[src/rtl/morse_pkg.sv]
// Shared Morse definitions: keying-state encoding and default unit constants,
// used by both the transmitter and the receiver.
package morse_pkg;

    typedef enum logic [1:0] {
        IDLE  = 2'd0,
        MARK  = 2'd1,
        SPACE = 2'd2,
        CGAP  = 2'd3
    } morse_state_e;

    localparam int DEFAULT_DOT_UNITS      = 1;
    localparam int DEFAULT_DASH_UNITS     = 3;
    localparam int DEFAULT_GAP_UNITS      = 1;
    localparam int DEFAULT_CHAR_GAP_UNITS = 3;
    localparam int DEFAULT_WORD_GAP_UNITS = 7;
    localparam int DEFAULT_TW             = 4;
    localparam int MAX_ELEMENTS           = 5;

    // Lengths above five elements are sent as five.
    function automatic logic [2:0] clampLen(input logic [2:0] l);
        return (l > 3'(MAX_ELEMENTS)) ? 3'(MAX_ELEMENTS) : l;
    endfunction

endpackage

[src/rtl/morse_tx_if.sv]
// Character request / keying bundle between a character source and morse_tx.
interface morse_tx_if;
    logic       start;
    logic [2:0] len;
    logic [4:0] code;
    logic       key;
    logic       busy;
    logic       done;

    modport master (output start, output len, output code,
                    input  key,   input  busy, input  done);
    modport slave  (input  start, input  len,  input  code,
                    output key,   output busy, output done);
endinterface

[src/rtl/morse_unit_timer.sv]
// Loadable unit down-counter; decrements on ce, flags the tick that ends a state.
module morse_unit_timer #(
    parameter int TW = 4
) (
    input  logic          clk,
    input  logic          rst,
    input  logic          ce_i,
    input  logic          load_i,
    input  logic [TW-1:0] loadVal_i,
    output logic          expire_o
);

    logic [TW-1:0] count_q;

    // A load wins over a coincident tick so every state gets its full unit count.
    always_ff @(posedge clk or posedge rst) begin
        if (rst) begin
            count_q <= '0;
        end else if (load_i) begin
            count_q <= loadVal_i;
        end else if (ce_i && (count_q != '0)) begin
            count_q <= count_q - TW'(1);
        end
    end

    assign expire_o = ce_i && (count_q == TW'(1));

endmodule

[src/rtl/morse_tx.sv]
// Morse keyer: sends one latched character (or a word gap) as timed marks and spaces.
module morse_tx
    import morse_pkg::*;
#(
    parameter int DOT_UNITS      = DEFAULT_DOT_UNITS,
    parameter int DASH_UNITS     = DEFAULT_DASH_UNITS,
    parameter int GAP_UNITS      = DEFAULT_GAP_UNITS,
    parameter int CHAR_GAP_UNITS = DEFAULT_CHAR_GAP_UNITS,
    parameter int WORD_GAP_UNITS = DEFAULT_WORD_GAP_UNITS,
    parameter int TW             = DEFAULT_TW
) (
    input  logic     clk,
    input  logic     rst,
    input  logic     ce,
    morse_tx_if.slave bus
);

    localparam logic [TW-1:0] DotVal   = TW'(DOT_UNITS);
    localparam logic [TW-1:0] DashVal  = TW'(DASH_UNITS);
    localparam logic [TW-1:0] GapVal   = TW'(GAP_UNITS);
    localparam logic [TW-1:0] CharVal  = TW'(CHAR_GAP_UNITS);
    localparam logic [TW-1:0] WordVal  = TW'(WORD_GAP_UNITS);

    morse_state_e  state_q, state_d;
    logic [4:0]    code_q, code_d;
    logic [2:0]    len_q, len_d;
    logic [2:0]    elemIdx_q, elemIdx_d;
    logic          done_q, done_d;

    logic          timerLoad;
    logic [TW-1:0] timerVal;
    logic          timerExpire;
    logic [2:0]    reqLen;

    morse_unit_timer #(.TW(TW)) uTimer (
        .clk       (clk),
        .rst       (rst),
        .ce_i      (ce),
        .load_i    (timerLoad),
        .loadVal_i (timerVal),
        .expire_o  (timerExpire)
    );

    always_ff @(posedge clk or posedge rst) begin
        if (rst) begin
            state_q   <= IDLE;
            code_q    <= '0;
            len_q     <= '0;
            elemIdx_q <= '0;
            done_q    <= 1'b0;
        end else begin
            state_q   <= state_d;
            code_q    <= code_d;
            len_q     <= len_d;
            elemIdx_q <= elemIdx_d;
            done_q    <= done_d;
        end
    end

    assign reqLen = clampLen(bus.len);

    // Requests are only looked at in IDLE, so a start while busy is simply dropped.
    always_comb begin
        state_d   = state_q;
        code_d    = code_q;
        len_d     = len_q;
        elemIdx_d = elemIdx_q;
        done_d    = 1'b0;
        timerLoad = 1'b0;
        timerVal  = '0;

        unique case (state_q)
            IDLE: begin
                if (bus.start) begin
                    code_d    = bus.code;
                    len_d     = reqLen;
                    elemIdx_d = '0;
                    timerLoad = 1'b1;
                    if (reqLen == 3'd0) begin
                        state_d  = CGAP;
                        timerVal = WordVal;
                    end else begin
                        state_d  = MARK;
                        timerVal = bus.code[0] ? DashVal : DotVal;
                    end
                end
            end
            MARK: begin
                if (timerExpire) begin
                    timerLoad = 1'b1;
                    if ((elemIdx_q + 3'd1) < len_q) begin
                        state_d   = SPACE;
                        timerVal  = GapVal;
                        elemIdx_d = elemIdx_q + 3'd1;
                    end else begin
                        state_d  = CGAP;
                        timerVal = CharVal;
                    end
                end
            end
            SPACE: begin
                if (timerExpire) begin
                    state_d   = MARK;
                    timerLoad = 1'b1;
                    timerVal  = code_q[elemIdx_q] ? DashVal : DotVal;
                end
            end
            CGAP: begin
                if (timerExpire) begin
                    state_d = IDLE;
                    done_d  = 1'b1;
                end
            end
            default: state_d = IDLE;
        endcase
    end

    assign bus.key  = (state_q == MARK);
    assign bus.busy = (state_q != IDLE);
    assign bus.done = done_q;

endmodule
[src/flat_wrapper.sv]
// flat-port wrapper written by rule: the top's interface ports become plain ports
module morse_tx_flat import morse_pkg::*;
#(
    parameter int DOT_UNITS      = DEFAULT_DOT_UNITS,
    parameter int DASH_UNITS     = DEFAULT_DASH_UNITS,
    parameter int GAP_UNITS      = DEFAULT_GAP_UNITS,
    parameter int CHAR_GAP_UNITS = DEFAULT_CHAR_GAP_UNITS,
    parameter int WORD_GAP_UNITS = DEFAULT_WORD_GAP_UNITS,
    parameter int TW             = DEFAULT_TW
)
  (clk, rst, ce, bus_start, bus_len, bus_code, bus_key, bus_busy, bus_done);
  morse_tx_if bus_i ();
  input  logic clk;
  input  logic rst;
  input  logic ce;
  input wire logic [$bits(bus_i.start)-1:0] bus_start;
  input wire logic [$bits(bus_i.len)-1:0] bus_len;
  input wire logic [$bits(bus_i.code)-1:0] bus_code;
  output wire logic [$bits(bus_i.key)-1:0] bus_key;
  output wire logic [$bits(bus_i.busy)-1:0] bus_busy;
  output wire logic [$bits(bus_i.done)-1:0] bus_done;
  assign bus_i.start = bus_start;
  assign bus_i.len = bus_len;
  assign bus_i.code = bus_code;
  assign bus_key = bus_i.key;
  assign bus_busy = bus_i.busy;
  assign bus_done = bus_i.done;
  morse_tx #(.DOT_UNITS(DOT_UNITS), .DASH_UNITS(DASH_UNITS), .GAP_UNITS(GAP_UNITS), .CHAR_GAP_UNITS(CHAR_GAP_UNITS), .WORD_GAP_UNITS(WORD_GAP_UNITS), .TW(TW)) u_core (.clk(clk), .rst(rst), .ce(ce), .bus(bus_i));
endmodule
[config.mk]
export PLATFORM = sky130hd
export DESIGN_NAME = morse_tx_flat
export DESIGN_NICKNAME = d
export VERILOG_FILES = /design/src/rtl/morse_pkg.sv /design/src/rtl/morse_tx_if.sv /design/src/rtl/morse_unit_timer.sv /design/src/rtl/morse_tx.sv /design/src/flat_wrapper.sv
export SDC_FILE = /design/constraint.sdc
export NUM_CORES = 1
export LEC_CHECK = 0
export CAP_MARGIN = 15
export CORE_MARGIN = 2
export CORE_UTILIZATION = 50
export CTS_BUF_LIST = sky130_fd_sc_hd__clkbuf_2 sky130_fd_sc_hd__clkbuf_4 sky130_fd_sc_hd__clkbuf_8
export DETAILED_ROUTE_END_ITERATION = 7
export PLACE_DENSITY = 0.73
export SETUP_SLACK_MARGIN = 0.5
export SYNTH_ARGS = -nofsm -noshare
export SYNTH_HDL_FRONTEND = slang
export SYNTH_SLANG_ARGS = --single-unit
export TNS_END_PERCENT = 10
[constraint.sdc]
create_clock -name clk -period 2.9 [get_ports clk]
set_clock_uncertainty 0.15 [all_clocks]
set_input_delay 0.58 -clock clk [delete_from_list [all_inputs] [get_ports clk]]
set_output_delay 0.58 -clock clk [all_outputs]
set_load 0.02 [all_outputs]
Word level (Yosys, flattened, before mapping)
Cells that the tools add are included.
{ "totals": {"in_bits": 12, "register_bits": 18, "output_inout_bits": 3} }
{ "op_classes": {"magnitude_cmp": 3, "n_eq_ne": 9, "addsub": 2, "reduce_logical": 12, "muxes": 28} }
{ "ops": {"columns": ["cell", "n"], "rows": [
  ["$mux W4", 6],
  ["$mux W2", 8],
  ["$mux W3", 4],
  ["$pmux W4 S3", 1],
  ["$ne A2 B1 Y1 const B", 4],
  ["$pmux W2 S4", 1],
  ["$reduce_and A4 Y1", 2],
  ["$pmux W3 S2", 1],
  ["$reduce_bool A2 Y1", 3],
  ["$mux W1", 5],
  ["$eq A2 B2 Y1 const B", 2],
  ["$eq A4 B1 Y1 const B", 1],
  ["$lt A3 B4 Y1 const B", 1],
  ["$reduce_bool A4 Y1", 1],
  ["$sub A4 B1 Y4 const B", 1],
  ["$add A3 B1 Y3 const B", 1],
  ["$bmux W1 S3", 1],
  ["$gt A3 B3 Y1 const B", 1],
  ["$logic_not A3 Y1", 1],
  ["$lt A3 B3 Y1", 1],
  ["$eq A2 B1 Y1 const B", 1],
  ["$logic_and A1 B1 Y1", 2],
  ["$logic_not A2 Y1", 1],
  ["$ne A2 B2 Y1 const B", 1],
  ["3 further kinds", 3]
]} }

Longest topological paths before layout
{ "logic_depth": {"ltp_word": 7, "mapped_depth": 7, "depth_no_buf": 7} }

By module
A second synthesis with hierarchy kept.
{ "hier_totals": {"cells_unflattened": 130, "area_unflattened_um2": 1232.4} }
{ "modules_own_cells": {"columns": ["mod", "n_inst", "seq_area_each_um2", "cells_per_inst", "area_per_inst_um2"], "rows": [
  ["morse_tx", 1, 350.3, 99, 943.4],
  ["morse_unit_timer", 1, 100.1, 31, 289.0]
]} }

Least setup slack after synthesis
OpenSTA, ideal clock, no wires.
{ "synth_path": {"kind": "reg-to-reg", "from": "reg u_core.elemIdx_q[0]", "to": "reg u_core.uTimer.count_q[1]", "arrival_ns": 1.922, "stages_incl_launch_ff": 8, "period_less_slack_ns": 2.205, "required_ns": 2.617, "setup_slack_ns": 0.695, "setup_ns": 0.133, "path_cell_list": "dfrtp_1 > ha_1 > xor2_1 > ha_1 > a21oi_1 > o21ai_0 > a221oi_2 > o32ai_2"} }
{ "synth_between": {"elab_chain_cells": 6, "word_cells_on_any_way": 10, "cone_classes": "1 x add/sub; 1 x order compare; 8 x mux"} }
{ "synth_rtl": {"columns": ["item", "line_no", "source"], "rows": [
  ["start, declared", "morse_tx.sv:27", "logic [2:0] elemIdx_q, elemIdx_d;"],
  ["start signal, assigned", "morse_tx.sv:55", "elemIdx_q <= elemIdx_d;"],
  ["$add A3 B1 Y3 / $bmux W1 S3 (equally long branches)", "morse_tx.sv:91, morse_tx.sv:105", null],
  ["$lt A3 B3 Y1 / $mux W1 (equally long branches)", "morse_tx.sv:91, morse_tx.sv:105", null],
  ["$mux W2 (on tied branches)", "morse_tx.sv:91, morse_tx.sv:105", null],
  ["$mux W4 (on tied branches)", "morse_tx.sv:89, morse_tx.sv:102", null],
  ["$pmux W4 S3 *", "morse_tx.sv:72", "unique case (state_q)"],
  ["$mux W4 *", "morse_unit_timer.sv:19", "end else if (load_i) begin"],
  ["end signal, assigned", "morse_unit_timer.sv:20", "count_q <= loadVal_i;"],
  ["end signal, assigned", "morse_unit_timer.sv:22", "count_q <= count_q - TW'(1);"],
  ["end, declared", "morse_unit_timer.sv:13", "logic [TW-1:0] count_q;"]
]} }
Every way passes the cells marked *; elsewhere a longest branch is shown, timed or not. The select of a mux whose other input is x is not followed.
A chain may end at the register's enable or synchronous reset.

Final worst setup path
{ "layout_path": {"from": "reg u_core.state_q[1]", "to": "out bus_key"} }
{ "layout_between": {"elab_chain_cells": 1} }
{ "layout_rtl": {"columns": ["item", "line_no", "source"], "rows": [
  ["start, declared", "morse_tx.sv:24", "morse_state_e state_q, state_d;"],
  ["start signal, assigned", "morse_tx.sv:52", "state_q <= state_d;"],
  ["$eq A2 B1 Y1", "morse_tx.sv:118", "assign bus.key = (state_q == MARK);"],
  ["end, declared", "flat_wrapper.sv:19", "output wire logic [$bits(bus_i.key)-1:0] bus_key;"]
]} }
No other way between the ends.

==> results.ini <==
[floorplanning]
die-area_sq_mm = 0.00291
io_pins = 15
initial_core_util = 0.517
die_h_um = 53.9
rows = 18
coreArea_sq_mm = 0.00241
die_w_um = 53.9

[global_route]
antenna_found_initial = 0
grt_overflow_total = 0
grt_pass1_wl_um = 4270
grt_max_degree = 19
first_global_vias = 944
grt_usage = 0.206

[synth]
synth_edf_count = 0
synth_cells = 127
synth_compound_area_frac = 0.220
synth_xor_area_frac = 0.0211
synth_top_cell_by_area = dfrtp_1
synthTopCellsByArea = dfrtp_1 (36%), ha_1 (10%), mux2_2 (5.4%)
ys_seq_area_frac = 0.361
synth_mux_area_frac = 0.0863
yosys.area_share.adder = 0.100
synth-seq-cells = 18
synth_top_area_frac = 0.361
yosys.area_share.simple = 0.158
ys_async_sr_fraction = 1.00
synthTopCellsByCount = dfrtp_1 (18), inv_1 (14), ha_1 (10), o21ai_0 (10), nand2_1 (7)
yosysMostFrequentCell = dfrtp_1
syn_nets = 149
syn_avg_cell_area_sq_um = 9.81
synth_flop_cell = dfrtp_1
yosys_warnings = 0
yosys.cell_types.count = 42
synth_top_family_by_area = compound AO/OA/AOI/OAI gates
syn-cell-area_sq_mm = 0.00125

[sta]
layout_min_cycle_time_ps = 2310
rsz0062_at_grt = yes
setup_viol = 0
finalSetupTns_ps = 0
timing.fmax_mhz = 432
relSlewSlack = 0.526
post-route-period-util = 0.798
hold_viol = 0
maxSlewViolCount = 0
tightest_slew_ps = 710

[placement]
dpl.cell_count = 168
gp_congestion = 0.777
hpwlAfterDp_um = 1980
io_buffers = 14

[route]
drt.antenna.violating_nets = 0
dr.pass1.iters = 4
viasPerCell = 5.91
drt_wl_total_um = 2660
post_drt_wl_per_cell_um = 15.4
initialDrtViolationCount = 37
route.vias.total = 1022
drc = 0

[cts]
cts.clk_slew.worst_paths_ps = 110
numCtsBuffers = 3
clock-root-buffer = clkbuf_4
cts_buffer_depth = 2
clock_sinks = 18
htree_num_levels = 1
cts_tree = done
clock_latency_ps = 310

[setup_path]
crit_path_end_kind = primary output
reg2regPathDepth = 7
path_class = reg2out
worstPathArrival_ps = 1580
cp_max_fo = 12
worstSetupStartpointType = flop
worstPathRequired_ps = 2170

[cells_and_area]
register_area_sq_um = 452
nets = 166
syn2layout_area_growth_pct = 18.4
multiInputGateArea_sq_um = 748
drive_gt1_frac = 0.147
antenna_cells = 0
n_fill_cell = 204
final_cells = 173

[hold_path]
hp-class = reg2reg
worstHoldPathCells = 2

[pwr]
power_mw = 0.444
powerDensity_mw_per_mm2 = 301
ir_drop_v = 0.000287
p_leak_nw = 0.640

[flow_run]
drv_cap = 0

[status]
outcome = complete, no violations

[worst max-delay path, stage by stage (launching register included)]
cell and delay [ps]:
dfrtp_2 460, inv_1 120, ha_2 330, dlygate4sd2_1 360
[routing by layer]
| metal | vias to the layer above | GRT usage | wire length, um |
|---|---|---|---|
| li1 | 489 | - | - |
| met2 | 24 | 0.350 | 1330 |
| met5 | - | 0 | 0 |
| met1 | 503 | 0.259 | 1180 |
| met3 | 6 | 0.0361 | 91 |
| met4 | 0 | 0.0812 | 55 |
[per-stage QoR]
step / instance area, sq um / hold WS (ps) / setup WS [ps] / utilization
3_5_place_dp: 1410 / 322 / 412 / 0.585
4_1_cts: 1450 / 349 / 380 / 0.602
5_1_grt: 1480 / 392 / 471 / 0.612
3_3_place_gp: 1410 / 318 / 524 / 0.585
2_1_floorplan: 1250 / 292 / 695 / -
6_report: 1480 / 346 / 587 / 0.612
[where the power goes]
group	internal, mW	total, mW	switching, mW	leakage [nW]
logic	0.0153	0.0274	0.0121	0.374
clock network	0.0767	0.166	0.0892	0.0210
registers	0.251	0.251	0	0.245
[registers in the layout, indices dropped and copies added, names as in the netlist]
name	count
u_core.len_q	3
u_core.elemIdx_q	3
u_core.uTimer.count_q	4
u_core.code_q	5
u_core.bus.done	1
u_core.state_q	2
[layout make-up]
class | instances | share of cell area
well taps | 30 | 0.0254
inverters | 14 | 0.0356
repair buffers | 15 | 0.101
multi-input cells | 92 | 0.507
flip-flops and latches | 18 | 0.306
clock buffers | 4 | 0.0246
[path summary, 6_finish.rpt]
path                                                  from                                   end  slack, ps
max                          u_core.state_q[1]$_DFFE_PP0P_                               bus_key        590
min                            u_core.len_q[0]$_DFFE_PP0P_           u_core.len_q[0]$_DFFE_PP0P_        350
max reg2reg                u_core.elemIdx_q[0]$_DFFE_PP0P_  u_core.uTimer.count_q[1]$_DFFE_PP0P_        650
min reg2reg                    u_core.len_q[0]$_DFFE_PP0P_           u_core.len_q[0]$_DFFE_PP0P_        350
max in group asynchronous                              rst         u_core.state_q[1]$_DFFE_PP0P_       1550
min in group asynchronous                              rst           u_core.len_q[0]$_DFFE_PP0P_        560
[placed cells by master (no fill, tap or decap), drive strengths merged, types with 2 or more instances in the layout]
| cell type | count |
|---|---|
| nand2 | 7 |
| xor2 | 2 |
| a21oi | 6 |
| o311ai | 2 |
| mux2i | 4 |
| nand3 | 4 |
| inv | 14 |
| and2 | 3 |
| mux2 | 6 |
| clkdlybuf4s50 | 12 |
| nand2b | 3 |
| clkbuf | 4 |
| nor2 | 6 |
| o211ai | 2 |
| ha | 10 |
| nor3 | 4 |
| o32ai | 2 |
| nor2b | 2 |
| dfrtp | 18 |
| o21ai | 10 |
[what timing repair did]
| item | CTS | global route |
|---|---|---|
| gates resized for setup | 3 | 5 |
| hold endpoints to repair | 0 | 0 |
| hold buffers | 0 | 0 |
| endpoints found under the setup margin | 2 | 3 |
| buffers inserted | 0 | 1 |
[logic make-up (layout without fill, tap and decap cells)]
kind of cell,count (synthesis),count (layout)
AND/OR/NAND/NOR,35,35
AO/OA/AOI/OAI,34,34
flip-flops,18,18
buffers and inverters,17,33
adder cells (fa/ha/maj),10,10
multiplexers,10,10
XOR/XNOR,3,3
No activity file was read; power rests on OpenSTA's default activity.
